## src/rtl/loader_pkg.sv

```systemverilog
// -----------------------------------------------------------------------------
// loader_pkg
// Shared definitions for the instruction loader:
//   state_t        - loader FSM states (CHK is only entered when the build
//                    defines LOADER_CHECKSUM_EN)
//   BYTES_PER_WORD - stream bytes per instruction word
//   WORD_COUNT_W   - width of the word-count field at the head of the stream
//   is_busy()      - true for the states that accept stream bytes
// -----------------------------------------------------------------------------
package loader_pkg;

  typedef enum logic [2:0] {
    IDLE  = 3'd0,
    LEN   = 3'd1,
    DATA  = 3'd2,
    CHK   = 3'd3,
    DONE  = 3'd4,
    ERROR = 3'd5
  } state_t;

  localparam int BYTES_PER_WORD = 4;
  localparam int WORD_COUNT_W   = 32;

  // States in which the loader owns the byte stream.
  function automatic logic is_busy(input state_t s);
    return (s == LEN) || (s == DATA) || (s == CHK);
  endfunction

endpackage

```

## src/rtl/byte_to_word_packer.sv

```systemverilog
// -----------------------------------------------------------------------------
// byte_to_word_packer
// Assembles little-endian 32-bit words from an accepted byte stream. Used for
// both the word-count field and the instruction words.
//
// Ports:
//   clk_i        - clock
//   rst_i        - synchronous active-high reset
//   clr_i        - synchronous clear of the byte counter and shift register
//   byte_en_i    - a byte is accepted this cycle
//   byte_i       - the accepted byte
//   word_o       - word including the byte presented this cycle (valid when
//                  word_valid_o is high)
//   word_valid_o - high on the cycle the 4th byte of a word is accepted
// -----------------------------------------------------------------------------
module byte_to_word_packer
  import loader_pkg::*;
(
  input  logic        clk_i,
  input  logic        rst_i,
  input  logic        clr_i,
  input  logic        byte_en_i,
  input  logic [7:0]  byte_i,
  output logic [31:0] word_o,
  output logic        word_valid_o
);

  logic [1:0]  cnt_q;
  logic [31:0] shift_q;

  // New bytes enter at the top and move down, so the first byte of a word
  // ends up in bits [7:0] after four shifts.
  assign word_o       = {byte_i, shift_q[31:8]};
  assign word_valid_o = byte_en_i && (cnt_q == 2'(BYTES_PER_WORD - 1));

  always_ff @(posedge clk_i) begin
    if (rst_i || clr_i) begin
      cnt_q   <= 2'd0;
      shift_q <= 32'd0;
    end else if (byte_en_i) begin
      cnt_q   <= cnt_q + 2'd1;   // wraps 3 -> 0 at each word boundary
      shift_q <= word_o;
    end
  end

endmodule

```

## src/rtl/instruction_loader.sv

```systemverilog
// -----------------------------------------------------------------------------
// instruction_loader
// Boot-time writer for the instruction memory write port. Receives a byte
// stream (32-bit LE word count, then LE words), writes each word to
// instruction memory and holds the CPU in reset until the load completes.
//
// Build option: LOADER_CHECKSUM_EN adds a trailing checksum byte; the XOR of
// every accepted byte including the checksum must be zero, else ERROR.
//
// Parameters:
//   DEPTH_WORDS - instruction memory capacity in words; larger counts -> ERROR
//   BASE_ADDR   - byte address of word 0
//
// Ports:
//   CLK, RESET     - clock, synchronous active-high reset
//   START          - load request pulse, honoured in IDLE, DONE and ERROR
//   ByteIn/ByteValid/ByteReady - byte stream; a byte transfers on a cycle
//                    where ByteValid and ByteReady are both high. ByteReady is
//                    registered and depends only on state, never on ByteValid.
//   MemWE, MemAddress, MemWriteData - one-cycle write strobe, address, data
//   CPUReset, CPUEnable - CPU reset (held unless DONE) and PC enable
//   Busy, Done, Error   - status decodes of the loader state
//   DbgState            - current FSM state, for observation
// -----------------------------------------------------------------------------
module instruction_loader
  import loader_pkg::*;
#(
  parameter int unsigned DEPTH_WORDS = 256,
  parameter logic [31:0] BASE_ADDR   = 32'h0000_0000
) (
  input  logic        CLK,
  input  logic        RESET,
  input  logic        START,
  input  logic [7:0]  ByteIn,
  input  logic        ByteValid,
  output logic        ByteReady,
  output logic        MemWE,
  output logic [31:0] MemAddress,
  output logic [31:0] MemWriteData,
  output logic        CPUReset,
  output logic        CPUEnable,
  output logic        Busy,
  output logic        Done,
  output logic        Error,
  output logic [2:0]  DbgState
);

  localparam logic [WORD_COUNT_W-1:0] DEPTH_W32 = WORD_COUNT_W'(DEPTH_WORDS);

`ifdef LOADER_CHECKSUM_EN
  localparam state_t LAST_ST = CHK;
`else
  localparam state_t LAST_ST = DONE;
`endif

  state_t                  state_q, state_d;
  logic [WORD_COUNT_W-1:0] count_q;
  logic [31:0]             index_q;
  logic                    rdy_q, we_q, cpu_rst_q, cpu_en_q, busy_q, done_q, err_q;
  logic [31:0]             addr_q, wdata_q;

  logic                    accept;
  logic                    start_go;
  logic                    pack_en;
  logic [31:0]             word;
  logic                    word_valid;

  assign accept   = ByteValid && rdy_q;
  assign start_go = START && ((state_q == IDLE) || (state_q == DONE) || (state_q == ERROR));
  // Only count and data bytes are packed; the checksum byte is not.
  assign pack_en  = accept && ((state_q == LEN) || (state_q == DATA));

  byte_to_word_packer u_packer (
    .clk_i        (CLK),
    .rst_i        (RESET),
    .clr_i        (start_go),
    .byte_en_i    (pack_en),
    .byte_i       (ByteIn),
    .word_o       (word),
    .word_valid_o (word_valid)
  );

`ifdef LOADER_CHECKSUM_EN
  logic [7:0] xor_q;
  logic [7:0] xor_all;
  assign xor_all = xor_q ^ ByteIn;
`endif

  always_comb begin
    state_d = state_q;
    case (state_q)
      IDLE, DONE, ERROR: if (START) state_d = LEN;
      LEN: begin
        if (word_valid) begin
          if (word == '0)              state_d = LAST_ST;
          else if (word > DEPTH_W32)   state_d = ERROR;
          else                         state_d = DATA;
        end
      end
      DATA: begin
        // count_q >= 1 here, so count_q - 1 cannot underflow.
        if (word_valid && (index_q == count_q - 32'd1)) state_d = LAST_ST;
      end
      CHK: begin
`ifdef LOADER_CHECKSUM_EN
        if (accept) state_d = (xor_all == 8'd0) ? DONE : ERROR;
`else
        state_d = IDLE;
`endif
      end
      default: state_d = IDLE;
    endcase
  end

  always_ff @(posedge CLK) begin
    if (RESET) begin
      state_q   <= IDLE;
      count_q   <= '0;
      index_q   <= 32'd0;
      rdy_q     <= 1'b0;
      we_q      <= 1'b0;
      addr_q    <= BASE_ADDR;
      wdata_q   <= 32'd0;
      cpu_rst_q <= 1'b1;
      cpu_en_q  <= 1'b0;
      busy_q    <= 1'b0;
      done_q    <= 1'b0;
      err_q     <= 1'b0;
`ifdef LOADER_CHECKSUM_EN
      xor_q     <= 8'd0;
`endif
    end else begin
      state_q <= state_d;
      rdy_q   <= is_busy(state_d);
      busy_q  <= is_busy(state_d);
      done_q  <= (state_d == DONE);
      err_q   <= (state_d == ERROR);
      // CPU is released one cycle after DONE is entered (so the final write
      // lands first) and re-held on the cycle after a restart.
      cpu_en_q  <=  ((state_q == DONE) && (state_d == DONE));
      cpu_rst_q <= !((state_q == DONE) && (state_d == DONE));
      we_q    <= 1'b0;

      if (start_go) begin
        count_q <= '0;
        index_q <= 32'd0;
      end
      if ((state_q == LEN) && word_valid) count_q <= word;
      if ((state_q == DATA) && word_valid) begin
        we_q    <= 1'b1;
        addr_q  <= BASE_ADDR + (index_q << 2);
        wdata_q <= word;
        index_q <= index_q + 32'd1;
      end
`ifdef LOADER_CHECKSUM_EN
      if (start_go)    xor_q <= 8'd0;
      else if (accept) xor_q <= xor_all;
`endif
    end
  end

  assign ByteReady    = rdy_q;
  assign MemWE        = we_q;
  assign MemAddress   = addr_q;
  assign MemWriteData = wdata_q;
  assign CPUReset     = cpu_rst_q;
  assign CPUEnable    = cpu_en_q;
  assign Busy         = busy_q;
  assign Done         = done_q;
  assign Error        = err_q;
  assign DbgState     = state_q;

endmodule

```

## config.mk

```make
export PLATFORM = sky130hd
export DESIGN_NAME = instruction_loader
export DESIGN_NICKNAME = d
export VERILOG_FILES = /design/src/rtl/loader_pkg.sv /design/src/rtl/byte_to_word_packer.sv /design/src/rtl/instruction_loader.sv
export SDC_FILE = /design/constraint.sdc
export NUM_CORES = 1
export LEC_CHECK = 0
export CORE_MARGIN = 2
export CORE_UTILIZATION = 45
export DETAILED_ROUTE_END_ITERATION = 8
export PLACE_DENSITY = 0.66
export SLEW_MARGIN = 40
export SYNTH_ARGS = -nofsm -noshare
export SYNTH_HDL_FRONTEND = slang
export SYNTH_SLANG_ARGS = --single-unit
```

## constraint.sdc

```tcl
create_clock -name CLK -period 6.9 [get_ports CLK]
set_clock_uncertainty 0.2 [all_clocks]
set_input_delay 1.38 -clock CLK [delete_from_list [all_inputs] [get_ports CLK]]
set_output_delay 1.38 -clock CLK [all_outputs]
set_load 0.02 [all_outputs]
```

-- Word level (Yosys, flattened, before mapping)
Cells that the tools add are included.
- flip-flop bits (word level): 169
- bits in latches: 0
- memory bits (writable): 0
- memory bits (read-only): 0
- input port bits: 12
- output and inout port bits: 74
- memories: 0
- add/subtract/negate cells: 3
- multipliers: 0
- div/mod/pow operators: 0
- $lt $le $gt $ge: 1
- eq/ne operators: 11
- shifts and indexed selects: 0
- multiplexer cells: 10
- bitwise operators: 0
- reduce and logical (&&, ||, !) cells: 20
- operators with widths (operator ; number):
    2-to-1 mux 32 bit ; 3
    adder 32 x 1 -> 32 bit, second input constant ; 1
    == test 32 bit ; 1
    > comparator 32 x 9 -> 1 bit, second input constant ; 1
    logical NOT 32 bit ; 1
    subtractor 32 x 1 -> 32 bit, second input constant ; 1
    2-to-1 mux 3 bit ; 5
    == test 3 bit, second input constant ; 4
    == test 3 x 2 -> 1 bit, second input constant ; 3
    one-hot mux 3 bit (3 select lines) ; 1
    logical AND 1 bit ; 8
    == test 3 x 1 -> 1 bit, second input constant ; 2
    logical OR 1 bit ; 6
    nonzero test 2 bit ; 2
    logical NOT 3 bit ; 1
    OR reduction 3 bit ; 1
    adder 2 x 1 -> 2 bit, second input constant ; 1
    == test 2 bit, second input constant ; 1
    logical NOT 1 bit ; 1
    2-to-1 mux 1 bit ; 1

-- Logic depth before layout (Yosys ltp)
Gate-level depths: netlist of run 1.
- depth after elaboration: 10
- depth in mapped cells: 10

-- Hierarchy
A second synthesis of run 1 with hierarchy kept.
- cell total of the unflattened synthesis: 900
- area total of the unflattened synthesis: 7379.6 um2
- by module, submodules not included (module ; times used ; cells an instance ; area each (um2) ; seq. area each (um2)):
    instruction_loader ; 1 ; 805 ; 6339.8 ; 2702.6
    byte_to_word_packer ; 1 ; 95 ; 1039.7 ; 520.5

-- Worst setup path after synthesis of run 1
Ideal clock, no wire load.
- path type: input port to flip-flop
- start: input port ByteValid
- end: register index_q[31]
- arrival: 2837 ps
- data required time: 6571 ps
- path slack: 3734 ps
- stages on the path: 7
- path through: nand3b_1 nand4bb_1 nor4_1 nand2_1 o211ai_1 o31ai_1 nor2b_1
- cells in the longest elaborated chain, start to end: 5
- RTL lines (element ; line ; RTL):
    start, declared ; instruction_loader.sv:35 ; input logic ByteValid,
    logical AND 1 bit * ; instruction_loader.sv:68 ; assign accept = ByteValid && rdy_q;
    logical AND 1 bit * ; instruction_loader.sv:71 ; assign pack_en = accept && ((state_q == LEN) || (state_q == DATA));
    logical AND 1 bit * ; byte_to_word_packer.sv:34 ; assign word_valid_o = byte_en_i && (cnt_q == 2'(BYTES_PER_WORD - 1));
    logical AND 1 bit * ; instruction_loader.sv:149 ; if ((state_q == DATA) && word_valid) begin
    2-to-1 mux 32 bit / nonzero test 2 bit (equally long branches) ; n/a ;
    end signal, assigned ; instruction_loader.sv:153 ; index_q <= index_q + 32'd1;
    end, declared ; instruction_loader.sv:58 ; logic [31:0] index_q;
Every way passes the cells marked *; elsewhere a longest branch is shown, timed or not.
A chain may end at the register's enable or synchronous reset.

-- Worst setup path in the final report of run 1
- start: input port ByteValid
- end: register index_q[22]
Same word-level chain as after synthesis.

==> impl_metrics.ini, run 1 <==
[worst_setup_path]
start_kind = input pin
arrival_ps = 3940
crit_type = in2reg
crit_fanout = 74
reg2reg_depth = 9
required_ps = 7050
crit_path_end_kind = register

[floorplanning]
dieArea_sq_um = 17500
die-width_um = 132.3
row_count = 46
ioPinCount = 86
initial_core_util_pct = 46.28
die_h_um = 132.3
core_sq_um = 16000

[logic_synthesis]
synthDistinctLibCells = 63
ys_seq_elements = 161
synth.top_cell.area_share_pct = 43.53
synth_seq_area_share_pct = 43.53
syn_area_per_cell_sq_um = 7.729
synth_flop_cell = dfxtp_1
async_flop_share_pct = 0
post-synth-top-area-cell = dfxtp_1
synthesis.area_sq_um = 7405
synth_warnings = 0
netlist_instances = 958
synth_edf_count = 0
yosys-top-cells-area = dfxtp_1 44%, nand2_1 12%, a21oi_1 9.0%

[cells_and_area]
diodes = 0
layout_commonest_cell = nand2_1
layout-drive-gt1-share_pct = 6.627
layout_common_cells = 241 x nand2_1, 161 x dfxtp_1, 132 x a21oi_1
nets = 1014
fin_cells = 1227
syn2layout_area_growth_pct = 20.65

[cts]
cts_root_buffer = clkbuf_16
clk_pin_slew_worst_paths_ps = 60
clock_sinks = 161
ctsHtreeMaxLevel = 4
cts_resized = 0
cts_tree = built
cts-hold-fix-buffers = 0
cts_setup_buffers = 0
cts_max_path_buffers = 2
insertion_delay_ps = 420
cts_buffers = 17

[placement]
place_ws_ps = 2731
hpwlAfterDp_um = 12830
portBuffers = 83
dp_cells = 1196
gp_congestion = 0.8472

[power_and_ir_drop]
power_density_nw_per_um2 = 219.1
leakage_nw = 2.951
peakVddDrop_mv = 0.1657

[routing]
drt_pre_antenna_iters = 5
drt_wl_total_um = 18910
wl_per_cell_um = 15.41
drc = 0
drt_iter0_markers = 537
vias_per_cell = 5.470
num_vias = 6712
ant_nets = 0

[worst_hold_path]
whs_path_depth = 2
holdCritPathClass = reg2reg

[global_route]
grt_pass1_vias = 6112
grt_overflow = 0
grt_pass1_wl_um = 31130
gr-usage-all-layers_pct = 21.76
grt_max_degree = 82
grt_antenna_before_repair = 0

[status]
outcome = finished clean

[timing]
layout_setup_ws_ps = 3113
fmax_ghz = 0.2640
fin_crit_ps = 3787
final.setup.tns_ps = 0
relSlewSlack_pct = 50.52
hold_viol = 0
holdWs_ps = 251.9
finalCritPeriodShare_pct = 54.89
setup_viol = 0
tightestPinTransition_ps = 742.2
grt_setup_unrepaired = false
slew_viol_final = 0

[flow_run]
drv_cap = 0
logic make-up (layout without fill, tap and decap cells):
kind of cell | count (synthesis) | count (layout) | synth area share (%)
other cells | 1 | 2 | 0.05064
xor+xnor | 43 | 43 | 5.086
fa+ha+maj | 3 | 3 | 0.5070
mux | 12 | 12 | 1.808
flops | 161 | 161 | 43.53
simple gates | 459 | 459 | 28.91
buf+inv | 83 | 135 | 4.495
compound gates | 196 | 196 | 15.61
state kept, by name, indices dropped and copies added (netlist names):
| signal | flops |
|---|---|
| Busy | 1 |
| MemWE | 1 |
| Done | 1 |
| CPUEnable | 1 |
| Error | 1 |
| u_packer.cnt_q | 2 |
| count_q | 32 |
| MemAddress | 30 |
| CPUReset | 1 |
| MemWriteData | 32 |
| u_packer.shift_q | 24 |
| index_q | 32 |
| DbgState | 3 |
final timing paths:
| check | from | end | slack (ps) |
|---|---|---|---|
| max | ByteValid | index_q[22] | 3110 |
| min | MemWriteData[2] | MemWriteData[2] | 250 |
| max reg2reg | count_q[0] | Done | 3140 |
| min reg2reg | MemWriteData[2] | MemWriteData[2] | 250 |
cells in the mapped netlist, drive strengths merged, types with 2 or more instances:
cell type	instances
nand4	19
nand3	59
nand4bb	2
o2111ai	2
nand2	241
and3	4
nor2b	4
and4	6
o21a	6
nand3b	6
or3	4
a21oi	133
nor2	44
a21boi	2
mux2	11
o21ai	10
o211a	2
or2	2
dfxtp	161
inv	12
buf	12
or4	9
xor2	22
a311oi	4
nor4	23
a31o	2
nor3	17
o31ai	3
xnor2	21
o31a	2
a41oi	2
a311o	2
ha	3
o2bb2ai	2
a211oi	5
a31oi	4
clkbuf	59
and2	5
nand2b	9
o211ai	9
a211o	2
cell type report:
type	instances	area (sq um)
Clock buffer	20	446.7
Clock inverter	11	152.6
Fill cell	1572	7067
Inverter	12	45.04
Multi-Input combinational cell	715	3896
Sequential cell	161	3223
Tap cell	216	270.3
Timing Repair Buffer	92	899.6
worst max-delay path: stages:
cell and delay [ps]:
clkdlybuf4s50_1 470, and3b_1 220, nand3_2 80, buf_4 340, nor3_1 640, and3_1 310
nand4_1 110, mux2_2 290, nor2_1 70
metrics by stage:
step | utilization, % | area [sq um] | power (W)
after detailed placement | 52.03 | 8324 | 0.001009
after floorplan | - | 7408 | 0.0009872
after CTS | 55.77 | 8924 | 0.001972
after global routing | 55.83 | 8934 | 0.002014
final | 55.83 | 8934 | 0.001957
after global placement | 51.92 | 8308 | 0.001009
report_power, final:
group | leakage [nW] | internal [W] | switching [W] | total [W]
Sequential | 1.30 | 0.000931 | 0.00000252 | 0.000933
Clock | 0.284 | 0.000581 | 0.000388 | 0.000969
Combinational | 1.37 | 0.0000143 | 0.0000404 | 0.0000547
Total | 2.95 | 0.00153 | 0.000431 | 0.00196
metal layers:
layer,share of wire (%),up-vias,global-route usage [%]
li1,-,3398,-
met1,47,3161,29.91
met2,47,133,34.66
met3,4.5,20,4.306
met4,1.3,0,6.631
met5,0,-,0
No activity file was read; power rests on OpenSTA's default activity.
==> run 2, diff against run 1 <==
- clock period: 6.9 -> 3.9 ns (I/O delays scaled with it)
==> impl_metrics.ini, run 2 (synthesis gave the netlist of run 1 again) <==
[floorplanning]
ioPinCount = 86
row_count = 46
die_h_um = 132.3
core_sq_um = 16000
initial_core_util_pct = 46.28
die-width_um = 132.3
dieArea_sq_um = 17500

[worst_setup_path]
crit_fanout = 7
crit_buf_inv = 1
cp_cell_sequence = inv_1, ha_1, nor4b_1, nand4_1, a2111oi_2, o22ai_1, a2111o_1, or4_4, a211oi_2
r2r-end = Done
rr_startpoint = count_q[0]
crit_path_end = Done
required_ps = 4050
reg2reg_depth = 9
critPathTopFamily = simple AND/OR/NAND/NOR gates
reg2reg_slack_ps = 460
arrival_ps = 3590
cp-startpoint = count_q[0]
crit_path_max_incr_delay_ps = 570
critical_path_depth = 9
crit_path_end_kind = register
start_kind = register
crit_slowest_cell = nor4b_1
crit_type = reg2reg

[timing]
fmax_ghz = 0.2906
relSlewSlack_pct = 51.74
grt_setup_unrepaired = false
tightestPinTransition_ps = 717.2
final.setup.tns_ps = 0
slew_viol_final = 0
finalCritPeriodShare_pct = 88.24
setup_viol = 0
hold_viol = 0
fin_crit_ps = 3441
layout_setup_ws_ps = 458.5

[global_route]
grt_antenna_before_repair = 0
grtUsageMet3_pct = 4.152
gr-usage-all-layers_pct = 21.56
grt_overflow = 0
grtUsageMet2_pct = 34.81
gr-max-usage-layer = met2
use_met1_pct = 29.45
grt_pass1_wl_um = 30750
grt_max_degree = 130
grt_pass1_vias = 6046

[cells_and_area]
layout_common_cells = 241 x nand2_1, 161 x dfxtp_1, 132 x a21oi_1
nets = 1022
layout_commonest_cell = nand2_1
final.fill_count = 1550
final_util_pct = 56.21
syn2layout_area_growth_pct = 21.46
layout-drive-gt1-share_pct = 7.353
fin_area_sq_um = 8994
diodes = 0

[routing]
ant_nets = 0
drt_pre_antenna_iters = 6
num_vias = 6787
drc = 0
vias_per_cell = 5.491
drt_iter0_markers = 586
wl_per_cell_um = 15.39
drt_wl_total_um = 19020

[power_and_ir_drop]
power_density_nw_per_um2 = 384.1
peakVddDrop_mv = 0.3011
leakage_nw = 2.997

[cts]
cts_resized = 0
insertion_delay_ps = 430
cts-hold-fix-buffers = 0
clk_pin_slew_worst_paths_ps = 60
ctsHtreeMaxLevel = 4
cts_tree = built
clock_sinks = 161
cts_buffers = 17
cts_setup_buffers = 0
cts_root_buffer = clkbuf_16
cts_max_path_buffers = 2

[placement]
portBuffers = 83
place_ws_ps = 523.2
gp_congestion = 0.9069
place_area_sq_um = 8391
hpwlAfterDp_um = 13030

[status]
outcome = finished clean

[worst_hold_path]
holdCritPathClass = reg2reg

[flow_run]
drv_cap = 0
## run 2: how the worst min path moves through the flow
| stage | start | slack [ps] | end | depth (start not counted) |
|---|---|---|---|---|
| after CTS | MemAddress[5] | 250 | MemAddress[5] | 2 |
| after global placement | MemAddress[2] | 240 | MemAddress[2] | 2 |
| after detailed placement | MemAddress[5] | 250 | MemAddress[5] | 2 |
| after floorplan | u_packer.cnt_q[1] | 240 | u_packer.cnt_q[1] | 2 |
| after global routing | MemAddress[10] | 270 | MemAddress[10] | 2 |
| final | MemAddress[3] | 250 | MemAddress[3] | 2 |
## run 2: cell type report
| class | instances | area [sq um] | share of cell area (%) |
|---|---|---|---|
| sequential | 161 | 3223 | 35.84 |
| timing repair buffer | 100 | 968.4 | 10.77 |
| multi-input combinational | 715 | 3884 | 43.18 |
| clock inverter | 12 | 146.4 | 1.628 |
| tap | 216 | 270.3 | 3.005 |
| clock buffer | 20 | 456.7 | 5.078 |
| inverter | 12 | 45.04 | 0.5008 |
## run 2: metal layers
layer / up-vias / share of wire (%)
met3: 18 / 3.7
li1: 3425 / -
met4: 0 / 1.1
met5: - / 0
met2: 129 / 48
met1: 3215 / 48
## run 2: per-stage QoR
| step | power (W) | instances | hold slack, ps |
|---|---|---|---|
| 2_1_floorplan | 0.001747 | 959 | 240.0 |
| 3_3_place_gp | 0.001790 | 1204 | 241.6 |
| 3_5_place_dp | 0.001789 | 1204 | 245.3 |
| 4_1_cts | 0.003487 | 1236 | 254.4 |
| 5_1_grt | 0.003556 | 1236 | 271.7 |
| 6_report | 0.003455 | 1236 | 251.2 |
## run 2: tightest hold or removal path, delay by kind of cell, from the launching register on
kind	cells	cell delay, ps
AO/OA/AOI/OAI	1	50
flip-flops	1	310
AND/OR/NAND/NOR	1	50
## run 2: where the power goes
group / total, W / internal [W] / switching (W) / leakage (nW)
Sequential: 0.00165 / 0.00165 / 0.00000478 / 1.30
Combinational: 0.000101 / 0.0000282 / 0.0000727 / 1.41
Clock: 0.00170 / 0.000993 / 0.000710 / 0.291
Total: 0.00345 / 0.00267 / 0.000787 / 3.00
==> run 3, diff against run 2 <==
- CORE_ASPECT_RATIO: default -> 1.1
==> impl_metrics.ini, run 3 (synthesis gave the netlist of run 1 again) <==
[status]
outcome = finished clean

[placement]
hpwlAfterDp_um = 12770
gp_congestion = 0.8619
portBuffers = 83
place_ws_ps = 558.6

[power_and_ir_drop]
p_int_w = 0.002542
power_density_nw_per_um2 = 370.1
leakage_nw = 2.956
switchingPower_w = 0.0007552
power_frac_seq_pct = 50.1
peakVddDrop_mv = 0.2829
clkPwrFrac_pct = 46.9
power_frac_comb_pct = 3.0
swShare_pct = 22.90

[cts]
cts-hold-fix-buffers = 0
cts_setup_buffers = 0
cts_root_buffer = clkbuf_16
ctsHtreeMaxLevel = 4
cts_buffers = 17
cts_max_path_buffers = 2
clock_sinks = 161
cts_tree = built
insertion_delay_ps = 430
cts_resized = 0
clk_pin_slew_worst_paths_ps = 60

[global_route]
grt_pass1_wl_um = 31180
grt_max_degree = 74
gr-usage-all-layers_pct = 21.58
grt_overflow = 0
grt_pass1_vias = 6199
grt_antenna_before_repair = 0

[floorplanning]
dieArea_sq_um = 17500
initial_core_util_pct = 45.58
row_count = 49
core_sq_um = 16250
die_h_um = 138.5
die-width_um = 126.3
ioPinCount = 86

[cells_and_area]
layout-drive-gt1-share_pct = 7.164
syn2layout_area_growth_pct = 20.33
diodes = 0
multiInputGateArea_sq_um = 3875
layout_commonest_cell = nand2_1
final.fill_count = 1556
nets = 1021
layout_common_cells = 241 x nand2_1, 161 x dfxtp_1, 132 x a21oi_1
regArea_sq_um = 3223

[worst_setup_path]
critPathTopFamily = simple AND/OR/NAND/NOR gates
cp-startpoint = count_q[2]
reg2reg_slack_ps = 550
arrival_ps = 3510
crit_fanout = 9
crit_path_end = Done
required_ps = 4050
start_kind = register
crit_path_end_kind = register
reg2reg_depth = 7
rr_startpoint = count_q[2]
crit_type = reg2reg
crit_buf_inv = 0
crit_slowest_cell = nor4_2
critical_path_depth = 7
crit_path_max_incr_delay_ps = 750
r2r-end = Done
cp_cell_sequence = nor4_2, nand4_1, a2111oi_2, o22ai_1, a2111o_1, or4_4, a211oi_2

[timing]
finalCritPeriodShare_pct = 85.95
hold_viol = 0
relSlewSlack_pct = 47.09
tightestPinTransition_ps = 787.1
final.setup.tns_ps = 0
fmax_ghz = 0.2983
grt_setup_unrepaired = false
layout_setup_ws_ps = 548.1
setup_viol = 0
fin_crit_ps = 3352
slew_viol_final = 0

[flow_run]
drv_cap = 0

[routing]
drt_wl_total_um = 18770
drt_pre_antenna_iters = 5
num_vias = 6818
drc = 0
ant_nets = 0
wl_per_cell_um = 15.34
drt_iter0_markers = 444
vias_per_cell = 5.575

[worst_hold_path]
whs_path_depth = 2
holdCritPathClass = reg2reg
## run 3: cell type report
type | count | area share [%]
Sequential cell | 161 | 36.17
Tap cell | 204 | 2.865
Clock inverter | 10 | 0.8566
Multi-Input combinational cell | 715 | 43.49
Timing Repair Buffer | 99 | 10.79
Inverter | 12 | 0.5055
Clock buffer | 22 | 5.322
## run 3: worst min path at each step
stage | slack, ps | endpoint | from
6_report | 250 | MemAddress[17] | MemAddress[17]
5_1_grt | 270 | MemWriteData[31] | MemWriteData[31]
4_1_cts | 250 | MemAddress[6] | MemAddress[6]
3_5_place_dp | 250 | MemAddress[6] | MemAddress[6]
3_3_place_gp | 240 | MemAddress[6] | MemAddress[6]
2_1_floorplan | 240 | u_packer.cnt_q[1] | u_packer.cnt_q[1]
## run 3: power groups by stage
stage	Combinational (W)	Clock [W]	Sequential, W
CTS	0.0000990	0.00158	0.00165
floorplan	0.0000577	0	0.00169
detailed placement	0.0000987	0	0.00169
global route	0.000107	0.00165	0.00165
global placement	0.0000997	0	0.00169
finish	0.0000984	0.00155	0.00165
## run 3: stage by stage
| step | instances | total power (W) | utilization, % | hold WS, ps | area, sq um |
|---|---|---|---|---|---|
| 2_1_floorplan | 959 | 0.001747 | - | 240.0 | 7408 |
| 3_3_place_gp | 1191 | 0.001789 | 51.44 | 241.6 | 8358 |
| 3_5_place_dp | 1191 | 0.001787 | 51.45 | 245.9 | 8359 |
| 4_1_cts | 1223 | 0.003329 | 54.84 | 254.2 | 8910 |
| 5_1_grt | 1223 | 0.003408 | 54.84 | 272.0 | 8910 |
| 6_report | 1223 | 0.003298 | 54.84 | 250.9 | 8910 |
## run 3: per-layer routing
metal	routed length [um]	GRT usage [%]	part of all wire [%]
met2	8440	32.57	45
met3	763	4.012	4.1
met1	9102	30.33	49
met5	0	0	0
met4	459	9.080	2.4
## run 3: worst min-delay path: stages, from the launching register on
cell and delay, ps:
dfxtp_1 310, nand2_1 50, a21oi_1 50
